<file path="config.mk">
export PLATFORM = sky130hd
export DESIGN_NAME = instr_predecode_queue
export DESIGN_NICKNAME = d
export VERILOG_FILES = /design/src/rtl/core_pkg.sv /design/src/rtl/opcode_classify.sv /design/src/rtl/instr_predecode_queue.sv
export SDC_FILE = /design/constraint.sdc
export NUM_CORES = 1
export LEC_CHECK = 0
export CAP_MARGIN = 20
export CORE_AREA = 3 3 233 144
export CTS_CLUSTER_DIAMETER = 40
export DETAILED_ROUTE_END_ITERATION = 10
export DIE_AREA = 0 0 236 147
export GPL_ROUTABILITY_DRIVEN = 0
export PLACE_DENSITY = 0.6
export SYNTH_ARGS = -nofsm -noshare
export SYNTH_HDL_FRONTEND = slang
export SYNTH_SLANG_ARGS = --single-unit
</file>
<file path="constraint.sdc">
create_clock -name clk -period 9.5 [get_ports clk]
set_clock_uncertainty 0.05 [all_clocks]
set_input_delay 1.9 -clock clk [delete_from_list [all_inputs] [get_ports clk]]
set_output_delay 1.9 -clock clk [all_outputs]
set_load 0.01 [all_outputs]
</file>
<file path="src/rtl/core_pkg.sv">
// Shared opcode definitions for the fetch/predecode path and instrdecoder users.
// Holds the RISC-V major opcodes and the compressed 4-bit opcode class.
package core_pkg;

  localparam logic [6:0] OP_R     = 7'b0110011;
  localparam logic [6:0] OP_IALU  = 7'b0010011;
  localparam logic [6:0] OP_S     = 7'b0100011;
  localparam logic [6:0] OP_B     = 7'b1100011;
  localparam logic [6:0] OP_LUI   = 7'b0110111;
  localparam logic [6:0] OP_JAL   = 7'b1101111;
  localparam logic [6:0] OP_AUIPC = 7'b0010111;
  localparam logic [6:0] OP_JALR  = 7'b1100111;
  localparam logic [6:0] OP_LOAD  = 7'b0000011;

  typedef enum logic [3:0] {
    OPC_R       = 4'b0000,
    OPC_IALU    = 4'b0001,
    OPC_S       = 4'b0010,
    OPC_B       = 4'b0011,
    OPC_LUI     = 4'b0100,
    OPC_JAL     = 4'b0101,
    OPC_AUIPC   = 4'b0110,
    OPC_JALR    = 4'b0111,
    OPC_LOAD    = 4'b1000,
    OPC_ILLEGAL = 4'b1111
  } opclass_t;

endpackage

</file>
<file path="src/rtl/opcode_classify.sv">
// Combinational compression of a 7-bit RISC-V opcode into the internal opcode class.
// Anything outside the nine supported majors, including non-32-bit encodings, is illegal.
module opcode_classify
  import core_pkg::*;
(
  input  logic [6:0] opcode,
  output opclass_t   opclass,
  output logic       illegal
);

  always_comb begin
    opclass = OPC_ILLEGAL;
    case (opcode)
      OP_R:     opclass = OPC_R;
      OP_IALU:  opclass = OPC_IALU;
      OP_S:     opclass = OPC_S;
      OP_B:     opclass = OPC_B;
      OP_LUI:   opclass = OPC_LUI;
      OP_JAL:   opclass = OPC_JAL;
      OP_AUIPC: opclass = OPC_AUIPC;
      OP_JALR:  opclass = OPC_JALR;
      OP_LOAD:  opclass = OPC_LOAD;
      default:  opclass = OPC_ILLEGAL;
    endcase
    illegal = (opclass == OPC_ILLEGAL);
  end

endmodule

</file>
<file path="src/rtl/instr_predecode_queue.sv">
// Fetch-to-decode FIFO that classifies each instruction's opcode on the way in.
// Head outputs come straight from registered storage; flush/reset drop all entries.
module instr_predecode_queue
  import core_pkg::*;
#(
  parameter int DEPTH = 4,
  parameter int CW    = $clog2(DEPTH) + 1
) (
  input  logic          clk,
  input  logic          reset,
  input  logic          flush,
  input  logic          in_valid,
  output logic          in_ready,
  input  logic [31:0]   in_instr,
  input  logic [31:0]   in_pc,
  output logic          out_valid,
  input  logic          out_ready,
  output logic [3:0]    out_opcode,
  output logic          out_illegal,
  output logic [31:0]   out_instr,
  output logic [31:0]   out_pc,
  output logic [CW-1:0] count
);

  localparam int PW = $clog2(DEPTH);

  logic [31:0]      mem_instr [DEPTH];
  logic [31:0]      mem_pc    [DEPTH];
  opclass_t         mem_class [DEPTH];
  logic [DEPTH-1:0] mem_ill;

  logic [PW-1:0] wr_ptr;
  logic [PW-1:0] rd_ptr;
  logic          push;
  logic          pop;
  logic          clear;
  opclass_t      in_class;
  logic          in_illegal;

  opcode_classify u_classify (
    .opcode  (in_instr[6:0]),
    .opclass (in_class),
    .illegal (in_illegal)
  );

  // in_ready depends on count only, keeping out_ready off the fetch-side timing path
  assign in_ready  = (count < CW'(DEPTH));
  assign out_valid = (count != '0);
  assign push      = in_valid && in_ready;
  assign pop       = out_valid && out_ready;
  assign clear     = reset || flush;

  always_ff @(posedge clk) begin
    if (clear) begin
      wr_ptr <= '0;
      rd_ptr <= '0;
      count  <= '0;
    end else begin
      if (push) wr_ptr <= wr_ptr + PW'(1);
      if (pop)  rd_ptr <= rd_ptr + PW'(1);
      case ({push, pop})
        2'b10:   count <= count + CW'(1);
        2'b01:   count <= count - CW'(1);
        default: count <= count;
      endcase
    end
  end

  // Storage is left uncleared on flush; the pointers alone define occupancy
  always_ff @(posedge clk) begin
    if (push && !clear) begin
      mem_instr[wr_ptr] <= in_instr;
      mem_pc[wr_ptr]    <= in_pc;
      mem_class[wr_ptr] <= in_class;
      mem_ill[wr_ptr]   <= in_illegal;
    end
  end

  always_comb begin
    out_opcode  = OPC_ILLEGAL;
    out_illegal = 1'b0;
    out_instr   = '0;
    out_pc      = '0;
    if (out_valid) begin
      out_opcode  = mem_class[rd_ptr];
      out_illegal = mem_ill[rd_ptr];
      out_instr   = mem_instr[rd_ptr];
      out_pc      = mem_pc[rd_ptr];
    end
  end

endmodule

</file>
* Word-level counts from Yosys, hierarchy flattened
Memories as Yosys holds them, arrays and structs flattened. A register that Yosys moved wholly into a read port is not among the register bits.
Cells that the tools add are included.
** Operators by class
- $add $sub $neg :: 4
- $lt $le $gt $ge :: 4
- Eq/ne operators :: 12
- Multiplexer cells :: 19
- Reductions and logical operators :: 8
** Operator list (number)
- $mux 32 :: 2
- $pmux 4 s9 :: 1
- $eq 7x6->1 const B :: 3
- $eq 7x7->1 const B :: 3
- $eq 7x5->1 const B :: 2
- $mux 2 :: 6
- $eq 7x2->1 const B :: 1
- $lt 2x3->1 const B :: 2
- $pmux 3 s2 :: 1
- $mux 1 :: 5
- $add 2x1->2 const B :: 2
- $bwmux 4 :: 1
- $eq 4x4->1 const B :: 1
- $logic_and 1x1->1 :: 4
- $mux 4 :: 1
- $add 3x1->3 const B :: 1
- $lt 3x3->1 const B :: 1
- $reduce_bool 3->1 :: 1
- $sub 3x1->3 const B :: 1
- $bmux 1 s2 :: 1
- $demux 1 s2 :: 1
- $eq 2x1->1 const B :: 1
- $eq 2x2->1 const B :: 1
- $ge 2x1->1 const B :: 1
- other kinds (3) :: 3
** Word-level totals
- Bits in registers :: 11
- RAM bits :: 272
- Input bits :: 69
- Output and inout bits :: 74
- Logic and storage cells :: 54
- Memories kept :: 3
** Memories
- mem_instr :: depth 4, bits a word 32, rd ports 1, clocked after memory_dff 1, write ports 1, line instr_predecode_queue.sv:27 : logic [31:0] mem_instr [DEPTH];
- mem_pc :: depth 4, bits a word 32, rd ports 1, clocked after memory_dff 1, write ports 1, line instr_predecode_queue.sv:28 : logic [31:0] mem_pc [DEPTH];
- mem_class :: depth 4, bits a word 4, rd ports 1, clocked after memory_dff 1, write ports 1, line instr_predecode_queue.sv:29 : opclass_t mem_class [DEPTH];

* Logic depth before layout (Yosys ltp)
- Word-level depth :: 5
- Gate-level depth with buffers :: 9
- Gate-level depth less buffers :: 8

* Modules after synthesis
Synthesis repeated with hierarchy kept, for this count alone.
** Unflattened totals
- Cells, all modules :: 513
- Area total of the unflattened synthesis :: 10994.3 sq um
** By module, submodules not included
- instr_predecode_queue :: instances 1, cells an instance 492, area each 10869.2 sq um, seq. area each 8468.1 sq um
- opcode_classify :: instances 1, cells an instance 21, area each 125.1 sq um, seq. area each 0.0 sq um

* Worst setup path before layout
OpenSTA, ideal clock, no wires.
- Kind :: in2reg
- Start point :: in in_valid
- End point :: mem mem_class[0][0] (netlist bit) (enable)
- Arrival :: 3.939 ns
- Data required time :: 9.015 ns
- Slack :: 5.076 ns
- Cell stages on the path :: 3
- Buffers on the path :: 1
- Cell sequence :: nor2b_1 > clkbuf_1 > and3_1
** On the way
- Cells in the longest elaborated chain, start to end :: 4
** RTL lines
- start: declaration :: line instr_predecode_queue.sv:12 : input logic in_valid,
- $logic_and 1x1->1 :: line instr_predecode_queue.sv:49 : assign push = in_valid && in_ready;
- $logic_and 1x1->1 :: line instr_predecode_queue.sv:71 : if (push && !clear) begin
- $mux 1 :: line instr_predecode_queue.sv:71
- $mux 1 (not written as such) :: line instr_predecode_queue.sv:74 : mem_class[wr_ptr] <= in_class;
- end: declaration :: line instr_predecode_queue.sv:29
Every way passes these cells.

==> results.cfg <==
[cells_and_area]
post_route_cells_drive_above_1_share_pct = 19.3
design_area_um2 = 14000
nNetsFinal = 746
antenna_cells = 0
area_growth_pct = 27.3

[sta]
rsz0062_at_grt = no
fin_tns_setup_ns = 0
setup_viol = 0
slew_headroom_pct = 27.3
slew_viol_final = 0
period_needed_ns = 5.37
worst-slew-pin-transition_ns = 1.09
fin_crit_sh_pct = 56.5
hold_viol_final = 0
fmax_mhz = 186

[power]
switching_share_pct = 20.2
power.internal_uw = 2170
p_leak_uw = 0.00432
p_sw_uw = 550
seqPwrFrac_pct = 51.4
combinationalPowerShare_pct = 5.9
p_total_uw = 2720
pwr_density_cell_nw_per_um2 = 194
power_frac_clock_pct = 42.7
peakVddDrop_v = 0.000119

[worst_setup_path]
end_kind = output pin
critical_path_required_ns = 7.55
critical_path_class = flop to output pin
slowest_delay_ns = 0.83
crit_slowest_cell = dfxtp_4
cp-start-kind = flop
critPathArrivalTime_ns = 3.42
crit_chain = buf_4 > mux4_2 > nor2b_1 > clkdlybuf4s50_1
crit_fanout = 36

[cts]
clk_latency_ns = 0.56
hold_buffers = 0
ctsHtreeMaxLevel = 1
post_cts_buffers = 0
ctsResizeCount = 0
cts-root-buf = clkbuf_16
cts.path.max_buffers = 3
clk_pin_slew_ns = 0.06
cts_tree = built
cts_buffers = 30
clock-sinks = 285

[floorplanning]
die_x_um = 236
coreArea_um2 = 31200
die_area_um2 = 34700
initial_core_util_pct = 35.2
die_h_um = 147
rows = 50
pin_count = 143

[status]
status = completed

[synth]
ys_async_sr_fraction_pct = 0
ys.flop_type = edfxtp_1
ys_seq_area_share_pct = 77.1
yosysTopAreaCell = edfxtp_1
synth_area_um2 = 11000
avgSynthCellArea_um2 = 21.5
synthCells = 512
synth.distinct_cells = 32
yosysTopAreaCellShare_pct = 75.4
ys_ff_latch = 285
synth_nets = 587
synth.most_common_cell = edfxtp_1
synth_common_cells = edfxtp_1, mux4_2, nor2b_1
yosys_warnings = 0
synth_area_leaders = edfxtp_1, mux4_2, nor2b_1
synth_edf_count = 276

[grt]
overflow = 0
grt_usage_pct = 12.6
grt_pass1_vias = 5786
met1_usage_pct = 17.3
grt_first_pass_wirelength_um = 33900
grt-busiest-layer = met2
grtUsageMet2_pct = 20.3
grt_antenna_before_repair = 1
grt_use_met3_pct = 3.53
grt_max_degree = 73

[worst_hold_path]
hold_class = flop to flop

[route]
wl_per_cell_um = 19.7
drt_iter0_drc = 274
drtAntennaViolNets = 0
firstDrtPassIters = 4
wirelength_um = 21800
vias = 5381
routed_via_density = 4.85
drc = 0

[job]
max_cap_viol_count = 0

[placed_design]
dpl.hpwl_um = 12400
portBuffers = 142
placed_area_um2 = 12900
## registers in the layout, summed over array words and instances (netlist names), named ones only
signal	count
mem_instr	128
mem_pc	128
mem_class	16
mem_ill	4
count	3
rd_ptr	2
wr_ptr	2
## placed cells by master (no fill, tap or decap), types with 5 or more instances in the layout
cell	netlist	routed
edfxtp_1	276	276
clkdlybuf4s50_1	0	142
mux4_2	69	69
nor2b_1	67	67
clkbuf_16	0	30
inv_1	10	10
nor2_1	9	9
clkinv_1	0	7
dfxtp_1	9	7
buf_4	0	6
o21ai_0	5	5
ha_1	5	5
## power by group through the flow
stage	Combinational, uW	Sequential (uW)	Clock, uW
floorplan	64.8	1420	0
global placement	156	1420	0
detailed placement	160	1430	0
CTS	161	1400	1200
global route	172	1400	1250
finish	159	1400	1160
## through the flow
step / setup slack (ns) / cells / hold slack [ns] / utilization, %
4_1_cts: 3.95 / 1105 / 0.471 / 44.5
3_3_place_gp: 4.57 / 1051 / 0.436 / 41.3
5_1_grt: 3.77 / 1109 / 0.499 / 44.8
2_1_floorplan: 5.08 / 512 / 0.427 / -
3_5_place_dp: 4.58 / 1051 / 0.461 / 41.3
6_report: 4.13 / 1109 / 0.469 / 44.8
## final cells by class
class / instances / area [um^2]
clock inverters: 23 / 246
repair buffers: 152 / 1570
multi-input cells: 192 / 2380
inverters: 10 / 37.5
flip-flops and latches: 285 / 8480
clock buffers: 31 / 754
fillers: 2647 / 17200
well taps: 416 / 520
## metal layers
| metal | vias up | share of wire [%] |
|---|---|---|
| li1 | 2379 | - |
| met4 | 2 | 1.6 |
| met3 | 34 | 6.7 |
| met1 | 2801 | 44 |
| met5 | - | 0.060 |
| met2 | 165 | 48 |
## path summary, 6_finish.rpt
check / from / endpoint / slack, ns / cells after the start
setup / recovery: flop / out_pc[28] / 4.13 / 4
hold / removal: rd_ptr[1] / flop / 0.47 / 2
setup reg to reg: count[2] / mem_pc[3][18] / 7.07 / 3
hold reg to reg: rd_ptr[1] / flop / 0.47 / 2
## critical path: cells and delay by family, from the launching register on
kind | cells | cell delay [ns]
buffers and inverters | 2 | 1.21
DFF | 1 | 0.83
muxes | 1 | 0.60
and+or+nand+nor | 1 | 0.17
## logic make-up after synthesis
kind of cell	synth area share (%)
compound gates	0.695
simple gates	5.43
flops	77.1
buf+inv	1.50
mux	14.2
fa+ha+maj	0.752
xor+xnor	0.319
Note: power is estimated with default switching activity, not from simulation.
==> variant, RTL diff (config.mk and constraints unchanged) <==
Change the parameter `DEPTH` from 4 to 2.
--- a/src/rtl/instr_predecode_queue.sv
+++ b/src/rtl/instr_predecode_queue.sv
@@ -5,3 +5,3 @@
 #(
-  parameter int DEPTH = 4,
+  parameter int DEPTH = 2,
   parameter int CW    = $clog2(DEPTH) + 1
Interface: changed (resized count); port bits go from 143 to 142. The function was not compared with the original's and may differ.
==> variant against the original RTL <==
  * Synthesized area is 50% lower
  * Register-to-register slack better by 280 ps
  * Global-route usage fell by 4.4 points
  * Setup slack improved by 580 ps
  * Sequential cell count decreased by 142
  * Sequential power is 49% lower
  * Sequential share of layout area down 7.8 points
  * Hold slack better by 63 ps
  * Total power down 45%
  * Wire length shrank 37%
  * Cell area down 42%
  * Via count fell by 40%
  * Highest routed layer is now met4
==> variant: results (changes against the original RTL) <==
INFO  metric htreeDepth = 4 (was 1)
INFO  metric nFillCells = 3207 (was 2647)
INFO  metric first_iter_violations = 109 (was 274)
INFO  metric cts_buffer_depth = 2 (was 3)
INFO  metric synth_warnings = 0 (unchanged)
INFO  metric regToRegSetupSlack = 7350 ps (was 7070 ps)
INFO  metric dp_cells = 884 (was 1051)
INFO  metric hold_start = wr_ptr (was rd_ptr[1])
INFO  metric wire_length_after_detailed_routing = 13700 µm (was 21800 µm)
INFO  metric slew_violations = 0 (unchanged)
INFO  metric drt-vias-per-instance = 3.54 (was 4.85)
INFO  metric slew_headroom = 0.479 (was 0.273)
INFO  metric netlist_instances = 338 (was 512)
INFO  metric final_layout_size_suffix_gt1_frac = 0.0780 (was 0.193)
INFO  metric path_max_fanout = 39 (was 36)
INFO  metric detailedPlace.worstSlack = 5050 ps (was 4580 ps)
INFO  metric place.port_buffers = 141 (was 142)
INFO  metric synthesis.nets = 408 (was 587)
INFO  metric synth_common_cells = sky130_fd_sc_hd__edfxtp_1, sky130_fd_sc_hd__mux2i_1, sky130_fd_sc_hd__nor2_1 (was sky130_fd_sc_hd__edfxtp_1, sky130_fd_sc_hd__mux4_2, sky130_fd_sc_hd__nor2b_1)
INFO  metric ys_top_cells_by_area = sky130_fd_sc_hd__edfxtp_1, sky130_fd_sc_hd__mux2i_1, sky130_fd_sc_hd__nor2_1 (was sky130_fd_sc_hd__edfxtp_1, sky130_fd_sc_hd__mux4_2, sky130_fd_sc_hd__nor2b_1)
INFO  metric number_of_global_route_vias_before_repair = 3449 (was 5786)
INFO  metric area_growth = 45.3% (was 27.3%)
INFO  metric run_status = completed (unchanged)
INFO  metric grt_antenna_before_repair = 0 (was 1)
INFO  metric sequential_area_share_after_synthesis = 0.766 (was 0.771)
INFO  metric final_setup_violating_endpoints = 0 (unchanged)
INFO  metric dp.final_hpwl = 9060 µm (was 12400 µm)
INFO  metric grt_max_degree = 70 (was 73)
INFO  metric cp_data_arrival_time = 2840 ps (was 3420 ps)
INFO  metric firstDrtPassIters = 4 (unchanged)
INFO  metric power_leakage = 2.47 nW (was 4.32 nW)
INFO  metric edff_count_synth = 138 (was 276)
INFO  metric groute.usage.overall = 0.0821 (was 0.126)
INFO  metric yosysUniqueCellTypes = 30 (was 32)
INFO  metric worstSkewPairLatency = 440 ps (was 560 ps)
INFO  metric ir_worst_vdd = 0.0991 mV (was 0.119 mV)
INFO  metric rr_startpoint = count[1] (was count[2])
INFO  metric first_pass_grt_wire_length = 20700 µm (was 33900 µm)
INFO  metric fin_worst_hold_slack = 532 ps (was 469 ps)
INFO  metric reg_to_reg_end = mem_instr[0][9] (was mem_pc[3][18])
INFO  metric worst_r2r_path_depth = 4 (was 3)
INFO  metric cts_root_buf = sky130_fd_sc_hd__clkbuf_16 (unchanged)
INFO  metric vias = 3244 (was 5381)
INFO  metric number_of_cts_inserted_buffers = 17 (was 30)
INFO  metric finish.net_count = 558 (was 746)
INFO  metric reg_top3 = mem_instr: 64 flops, mem_pc: 64 flops, mem_class: 8 flops (was mem_instr: 128 flops, mem_pc: 128 flops, mem_class: 16 flops)
[variant: logic make-up (layout without fill, tap and decap cells)]
family          after synthesis  in the layout  share of synthesized area
xor+xnor                      4              4                    0.00632
compound gates               10             10                     0.0111
flops                       143            143                      0.766
simple gates                 91             91                     0.0691
mux                          69             69                      0.125
buf+inv                      20            182                     0.0208
fa+ha+maj                     1              1                    0.00226
[variant: metrics by stage]
stage | util | power (W) | instance area, µm²
floorplan | - | 0.000771 | 5540
global placement | 0.238 | 0.000850 | 7430
detailed placement | 0.238 | 0.000851 | 7430
CTS | 0.257 | 0.00154 | 8020
global route | 0.258 | 0.00157 | 8050
finish | 0.258 | 0.00151 | 8050
[variant: critical path, cell delays in order (launching register included)]
cell	delay [ps]
sky130_fd_sc_hd__dfxtp_4	710
sky130_fd_sc_hd__buf_4	700
sky130_fd_sc_hd__mux2i_1	160
sky130_fd_sc_hd__nor2_1	220
sky130_fd_sc_hd__clkdlybuf4s50_1	580
[variant: layout make-up]
class                           count  area (µm²)  share of cell area
Clock buffer                       19         433              0.0538
Sequential cell                   143        4250               0.528
Tap cell                          416         520              0.0646
Inverter                            5        18.8             0.00233
Multi-Input combinational cell    175        1200               0.149
Clock inverter                     12         161              0.0200
Timing Repair Buffer              146        1470               0.182
[variant: power by group]
part | total [W] | internal (W) | switching [W]
clock | 0.000673 | 0.000413 | 0.000260
combinational | 0.000124 | 0.0000670 | 0.0000575
sequential | 0.000710 | 0.000705 | 0.00000540
total | 0.00151 | 0.00118 | 0.000323
[variant: worst max path at each step]
stage,start,to,slack [ps],depth (start not counted)
6_report,flip-flop,out_instr[4],4710,4
5_1_grt,flip-flop,out_pc[16],4510,4
4_1_cts,flip-flop,out_instr[4],4570,4
3_5_place_dp,flip-flop,out_instr[4],5050,4
3_3_place_gp,flip-flop,out_instr[2],5070,4
2_1_floorplan,in_valid,mem_class[0][0],70,3
[variant: routing by layer]
metal  track usage  vias up  routed length (µm)
li1              -     1551                   -
met1        0.0997     1571                6250
met2         0.132      110                6510
met3        0.0362       12                 795
met4        0.0246        0                 156
met5             0        -                   0
